$ cat config.mk
export PLATFORM = sky130hd
export DESIGN_NAME = mips_mc_control_fsm
export DESIGN_NICKNAME = d
export VERILOG_FILES = /design/src/rtl/mips_pkg.sv /design/src/rtl/mips_mc_ctrl_decode.sv /design/src/rtl/mips_mc_control_fsm.sv
export SDC_FILE = /design/constraint.sdc
export NUM_CORES = 1
export LEC_CHECK = 0
export BUFFER_PORTS_ARGS = -buffer_cell sky130_fd_sc_hd__buf_2
export CORE_UTILIZATION = 48
export DETAILED_ROUTE_END_ITERATION = 10
export PLACE_DENSITY = 0.81
export SYNTH_ARGS = -nofsm -noshare
export SYNTH_HDL_FRONTEND = slang
export SYNTH_SLANG_ARGS = --single-unit
$ cat constraint.sdc
create_clock -name clk -period 1.9 [get_ports clk]
set_clock_uncertainty 0.15 [all_clocks]
set_input_delay 0.095 -clock clk [delete_from_list [all_inputs] [get_ports clk]]
set_output_delay 0.095 -clock clk [all_outputs]
set_load 0.005 [all_outputs]
$ cat src/rtl/mips_pkg.sv
// Shared definitions for the multi-cycle MIPS control path: opcodes, mux encodings,
// FSM states and the Moore control vector.
package mips_pkg;

   localparam logic [5:0] OP_RTYPE = 6'b000000;
   localparam logic [5:0] OP_LW    = 6'b100011;
   localparam logic [5:0] OP_SW    = 6'b101011;
   localparam logic [5:0] OP_BEQ   = 6'b000100;
   localparam logic [5:0] OP_ADDI  = 6'b001000;
   localparam logic [5:0] OP_J     = 6'b000010;

   localparam logic [1:0] ALUOP_ADD   = 2'b00;
   localparam logic [1:0] ALUOP_SUB   = 2'b01;
   localparam logic [1:0] ALUOP_FUNCT = 2'b10;

   localparam logic [1:0] SRCB_B      = 2'b00;
   localparam logic [1:0] SRCB_FOUR   = 2'b01;
   localparam logic [1:0] SRCB_IMM    = 2'b10;
   localparam logic [1:0] SRCB_IMM_SH = 2'b11;

   localparam logic [1:0] PCSRC_ALU    = 2'b00;
   localparam logic [1:0] PCSRC_ALUOUT = 2'b01;
   localparam logic [1:0] PCSRC_JUMP   = 2'b10;

   localparam int unsigned IDLE_CNT_W = 4;

   typedef enum logic [3:0] {
      S_IDLE     = 4'd0,
      S_FETCH    = 4'd1,
      S_DECODE   = 4'd2,
      S_MEMADR   = 4'd3,
      S_MEMREAD  = 4'd4,
      S_MEMWB    = 4'd5,
      S_MEMWRITE = 4'd6,
      S_EXECUTE  = 4'd7,
      S_ALUWB    = 4'd8,
      S_BRANCH   = 4'd9,
      S_ADDIEX   = 4'd10,
      S_ADDIWB   = 4'd11,
      S_JUMP     = 4'd12
   } state_t;

   typedef struct packed {
      logic       pc_write;
      logic       branch;
      logic       iord;
      logic       mem_write;
      logic       ir_write;
      logic       reg_dst;
      logic       mem_to_reg;
      logic       reg_write;
      logic       alu_src_a;
      logic [1:0] alu_src_b;
      logic [1:0] alu_op;
      logic [1:0] pc_src;
   } ctrl_t;

endpackage

$ cat src/rtl/mips_mc_ctrl_decode.sv
// Moore decode: FSM state to datapath control vector, before mem_ready qualification.
module mips_mc_ctrl_decode
   import mips_pkg::*;
(
   input  state_t state,
   output ctrl_t  ctrl
);

   always_comb begin
      ctrl = '0;
      case (state)
         S_FETCH: begin
            ctrl.ir_write  = 1'b1;
            ctrl.pc_write  = 1'b1;
            ctrl.alu_src_b = SRCB_FOUR;
            ctrl.alu_op    = ALUOP_ADD;
            ctrl.pc_src    = PCSRC_ALU;
         end
         S_DECODE: begin
            ctrl.alu_src_b = SRCB_IMM_SH;
            ctrl.alu_op    = ALUOP_ADD;
         end
         S_MEMADR, S_ADDIEX: begin
            ctrl.alu_src_a = 1'b1;
            ctrl.alu_src_b = SRCB_IMM;
            ctrl.alu_op    = ALUOP_ADD;
         end
         S_MEMREAD: ctrl.iord = 1'b1;
         S_MEMWB: begin
            ctrl.mem_to_reg = 1'b1;
            ctrl.reg_write  = 1'b1;
         end
         S_MEMWRITE: begin
            ctrl.iord      = 1'b1;
            ctrl.mem_write = 1'b1;
         end
         S_EXECUTE: begin
            ctrl.alu_src_a = 1'b1;
            ctrl.alu_src_b = SRCB_B;
            ctrl.alu_op    = ALUOP_FUNCT;
         end
         S_ALUWB: begin
            ctrl.reg_dst   = 1'b1;
            ctrl.reg_write = 1'b1;
         end
         S_BRANCH: begin
            ctrl.alu_src_a = 1'b1;
            ctrl.alu_src_b = SRCB_B;
            ctrl.alu_op    = ALUOP_SUB;
            ctrl.pc_src    = PCSRC_ALUOUT;
            ctrl.branch    = 1'b1;
         end
         S_ADDIWB:  ctrl.reg_write = 1'b1;
         S_JUMP: begin
            ctrl.pc_src   = PCSRC_JUMP;
            ctrl.pc_write = 1'b1;
         end
         default: ctrl = '0;
      endcase
   end

endmodule

$ cat src/rtl/mips_mc_control_fsm.sv
// Multi-cycle MIPS main control FSM: state register, next-state logic, reset idle
// counter, sticky illegal-opcode flag and mem_ready gating of the fetch writes.
module mips_mc_control_fsm
   import mips_pkg::*;
#(
   parameter int unsigned OP_W              = 6,
   parameter int unsigned RESET_IDLE_CYCLES = 1
) (
   input  logic            clk,
   input  logic            rst,
   input  logic [OP_W-1:0] Op,
   input  logic            Zero,
   input  logic            mem_ready,
   output logic            PCWriteetc,
   output logic            IorD,
   output logic            MemWrite,
   output logic            IRWrite,
   output logic            RegDst,
   output logic            MemtoReg,
   output logic            RegWrite,
   output logic            ALUSrcA,
   output logic [1:0]      ALUSrcB,
   output logic [1:0]      ALUOp,
   output logic [1:0]      PCSrc,
   output logic            illegal_op
);

   state_t                  state;
   state_t                  state_nx;
   logic [IDLE_CNT_W-1:0]   idle_cnt;
   logic                    idle_done;
   logic                    set_illegal;
   logic                    mem_gate;
   ctrl_t                   ctrl;

   assign idle_done = (idle_cnt == IDLE_CNT_W'(RESET_IDLE_CYCLES));

   always_ff @(posedge clk or posedge rst) begin
      if (rst) state <= S_IDLE;
      else     state <= state_nx;
   end

   always_ff @(posedge clk or posedge rst) begin
      if (rst) begin
         idle_cnt   <= '0;
         illegal_op <= 1'b0;
      end else begin
         if (state == S_IDLE && !idle_done) idle_cnt <= idle_cnt + IDLE_CNT_W'(1);
         if (set_illegal) illegal_op <= 1'b1;
      end
   end

   always_comb begin
      state_nx    = state;
      set_illegal = 1'b0;
      case (state)
         S_IDLE:     if (idle_done) state_nx = S_FETCH;
         S_FETCH:    if (mem_ready) state_nx = S_DECODE;
         S_DECODE: begin
            if (Op == OP_W'(OP_LW) || Op == OP_W'(OP_SW)) state_nx = S_MEMADR;
            else if (Op == OP_W'(OP_RTYPE))               state_nx = S_EXECUTE;
            else if (Op == OP_W'(OP_BEQ))                 state_nx = S_BRANCH;
            else if (Op == OP_W'(OP_ADDI))                state_nx = S_ADDIEX;
            else if (Op == OP_W'(OP_J))                   state_nx = S_JUMP;
            else begin
               state_nx    = S_FETCH;
               set_illegal = 1'b1;
            end
         end
         S_MEMADR:   state_nx = (Op == OP_W'(OP_LW)) ? S_MEMREAD : S_MEMWRITE;
         S_MEMREAD:  if (mem_ready) state_nx = S_MEMWB;
         S_MEMWRITE: if (mem_ready) state_nx = S_FETCH;
         S_EXECUTE:  state_nx = S_ALUWB;
         S_ADDIEX:   state_nx = S_ADDIWB;
         S_MEMWB, S_ALUWB, S_BRANCH, S_ADDIWB, S_JUMP: state_nx = S_FETCH;
         default:    state_nx = S_FETCH;
      endcase
   end

   mips_mc_ctrl_decode u_decode (
      .state (state),
      .ctrl  (ctrl)
   );

   // Only the fetch-cycle writes wait on memory; JUMP's PC write is unconditional.
   assign mem_gate   = (state != S_FETCH) || mem_ready;
   assign PCWriteetc = (ctrl.pc_write & mem_gate) | (ctrl.branch & Zero);
   assign IRWrite    = ctrl.ir_write & mem_gate;
   assign IorD       = ctrl.iord;
   assign MemWrite   = ctrl.mem_write;
   assign RegDst     = ctrl.reg_dst;
   assign MemtoReg   = ctrl.mem_to_reg;
   assign RegWrite   = ctrl.reg_write;
   assign ALUSrcA    = ctrl.alu_src_a;
   assign ALUSrcB    = ctrl.alu_src_b;
   assign ALUOp      = ctrl.alu_op;
   assign PCSrc      = ctrl.pc_src;

endmodule

==> results.toml <==
[status]
status = "completed"

[critical_path]
cp_slowest_stage_delay_ns = 0.56
critPathCaptureType = "output port"
path_buf_inv = 1
cp.arrival_ns = 1.53
crit_chain = "nor2b_1, and3_1, a211o_1, buf_2"
start_kind = "flip-flop"
worstSetupPathType = "reg -> out"
cp_slowest_cell = "dfrtp_1"
required_ns = 1.65
path_delay_family = "flip-flops"
cp_max_fo = 12

[power]
peakVddDrop_mv = 0.681
p_per_area_nw_per_um2 = 1360
leakagePower_nw = 0.439
total_power_mw = 1.22

[die]
die_w_um = 40.8
rows = 13
die_y_um = 40.8
dieArea_um2 = 1660
coreArea_um2 = 1350
initial_core_util_pct = 53.5
num_io_pins = 25

[synth]
synth_edf_count = 0
async_flop_share_pct = 100
synth_area_leader_cell = "dfrtp_1"
syn_inst = 92
yosysWarnings = 0
syn-num-nets = 104
ys_seq_area_share_pct = 31.2
yosys.cell_types.count = 33
synthFlopType = "dfrtp_1"
ys_seq_elements = 9
syn_avg_cell_area_um2 = 7.85
synth_area_leaders = "dfrtp_1 (31%), nor2_1 (6.8%), a21oi_1 (4.9%)"
synth_top_area_share_pct = 31.2
syn_area_um2 = 722

[sta]
period_share_pct = 93.3
rsz0062_at_grt = "no"
slew_headroom_pct = 74.8
setup_viol = 0
slew_viol_final = 0
holdWs_ns = 0.0674
tightestPinTransition_ns = 0.378
setup-tns-final_ns = 0
hold_viol = 0
fmax_mhz = 564
fin_crit_ns = 1.77

[layout]
fillers = 120
fin_nets = 132
final_cells = 134
drive_above_1_share_pct = 28.6
layout_common_cells = "buf_2 (24), nor2_1 (13), a21oi_1 (7), nor3_1 (7), dfrtp_1 (7)"
layout-area-overhead-vs-synth_pct = 24.1
n_antenna_cell = 0
layout_commonest_cell = "buf_2"

[global_routing]
grt_pass1_wl_mm = 2.57
overflow = 0
grt_use_met2_pct = 41.0
met3_usage_pct = 3.80
grt_max_degree = 15
grt_pass1_vias = 622
grt_use_met1_pct = 27.8
grt_usage_pct = 24.0
busiest_layer = "met2"
antenna_found_initial = 0

[place]
place_inst = 129
post-dp-hpwl_mm = 1.28
port-buffer-count = 24
gp_congestion = 0.782

[routing]
first_iter_violations = 12
wire_per_inst_um = 12.1
drc = 0
vias = 755
drtPass1Iterations = 4
postRouteWirelength_mm = 1.62
ant_nets = 0
avgViaCountPerCell = 5.63

[clocking]
numClockSinks = 9
path_clk_slew_ns = 0.05
cts_tree = "yes"
cts_buffers = 3
cts_htree_levels = 1
root_buffer = "clkbuf_4"
clkLatencyLatePin_ns = 0.26
cts_max_path_buffers = 2

[min_path]
hold_class = "in -> reg"

[flow_run]
cap_viol_max_count = 0
registers in the layout, indices dropped and copies added, names as in the netlist:
register and cells:
state 4, illegal_op 1, idle_cnt 4
cells in the mapped netlist, types with 2 or more instances:
library cell,instances
nand4_1,2
and3_1,4
o21ai_0,4
a21oi_1,7
nand2_1,5
o2111ai_1,2
nand2b_1,5
buf_2,3
ha_1,2
xor2_1,2
dfrtp_1,9
nor2b_1,2
nor3_1,7
xnor2_1,3
inv_1,4
nor2_1,13
a31oi_1,2
final timing paths:
check / from / end / slack, ns / cells past startpoint
min: mem_ready / state[2] / 0.07 / 4
max reg2reg: state[1] / state[0] / 0.28 / 5
max in group asynchronous: rst / state[2] / 1.15 / 3
min reg2reg: illegal_op / illegal_op / 0.32 / 1
max: state[3] / PCWriteetc / 0.13 / 4
min in group asynchronous: rst / idle_cnt[3] / 0.18 / 3
per-layer routing:
| layer | routed length [um] | vias up |
|---|---|---|
| met5 | 0 | - |
| li1 | - | 383 |
| met1 | 743 | 354 |
| met2 | 808 | 16 |
| met3 | 56 | 2 |
| met4 | 12 | 0 |
power by group:
part / switching, mW / leakage [nW] / internal, mW / total (mW)
clock network: 0.0605 / 0.0150 / 0.0805 / 0.141
logic: 0.333 / 0.318 / 0.318 / 0.651
registers: 0.144 / 0.106 / 0.285 / 0.429
cells by family after synthesis:
logic type / share of synthesized area, %
simple gates: 30.7
compound gates: 22.9
buf+inv: 5.72
flops: 31.2
xor+xnor: 6.07
fa+ha+maj: 3.47
worst min-delay path: cells and delay by family:
family / cells / cell delay (ns)
compound gates: 2 / 0.13
simple gates: 1 / 0.06
buf+inv: 1 / 0.13
through the flow:
| step | util (%) | setup slack [ns] | area [um2] |
|---|---|---|---|
| floorplan | - | 0.488 | 722 |
| global placement | 63.5 | 0.303 | 857 |
| detailed placement | 63.5 | 0.263 | 857 |
| CTS | 66.2 | 0.0561 | 893 |
| global route | 66.4 | 0.0161 | 896 |
| finish | 66.4 | 0.127 | 896 |
cell type report:
cell class | instances | area, um2 | area share (%)
inverter | 4 | 15.0 | 1.68
timing repair buffer | 28 | 153 | 17.0
clock buffer | 4 | 26.3 | 2.93
sequential | 9 | 228 | 25.4
multi-input combinational | 74 | 455 | 50.8
tap | 15 | 18.8 | 2.09
timing repair:
item,4_1_cts,5_1_grt
gates resized for setup,0,2
endpoints found under the hold margin,9,0
setup endpoints to repair,0,2
setup buffers,0,0
hold buffers,1,0
Note: power is estimated with default switching activity, not from simulation.
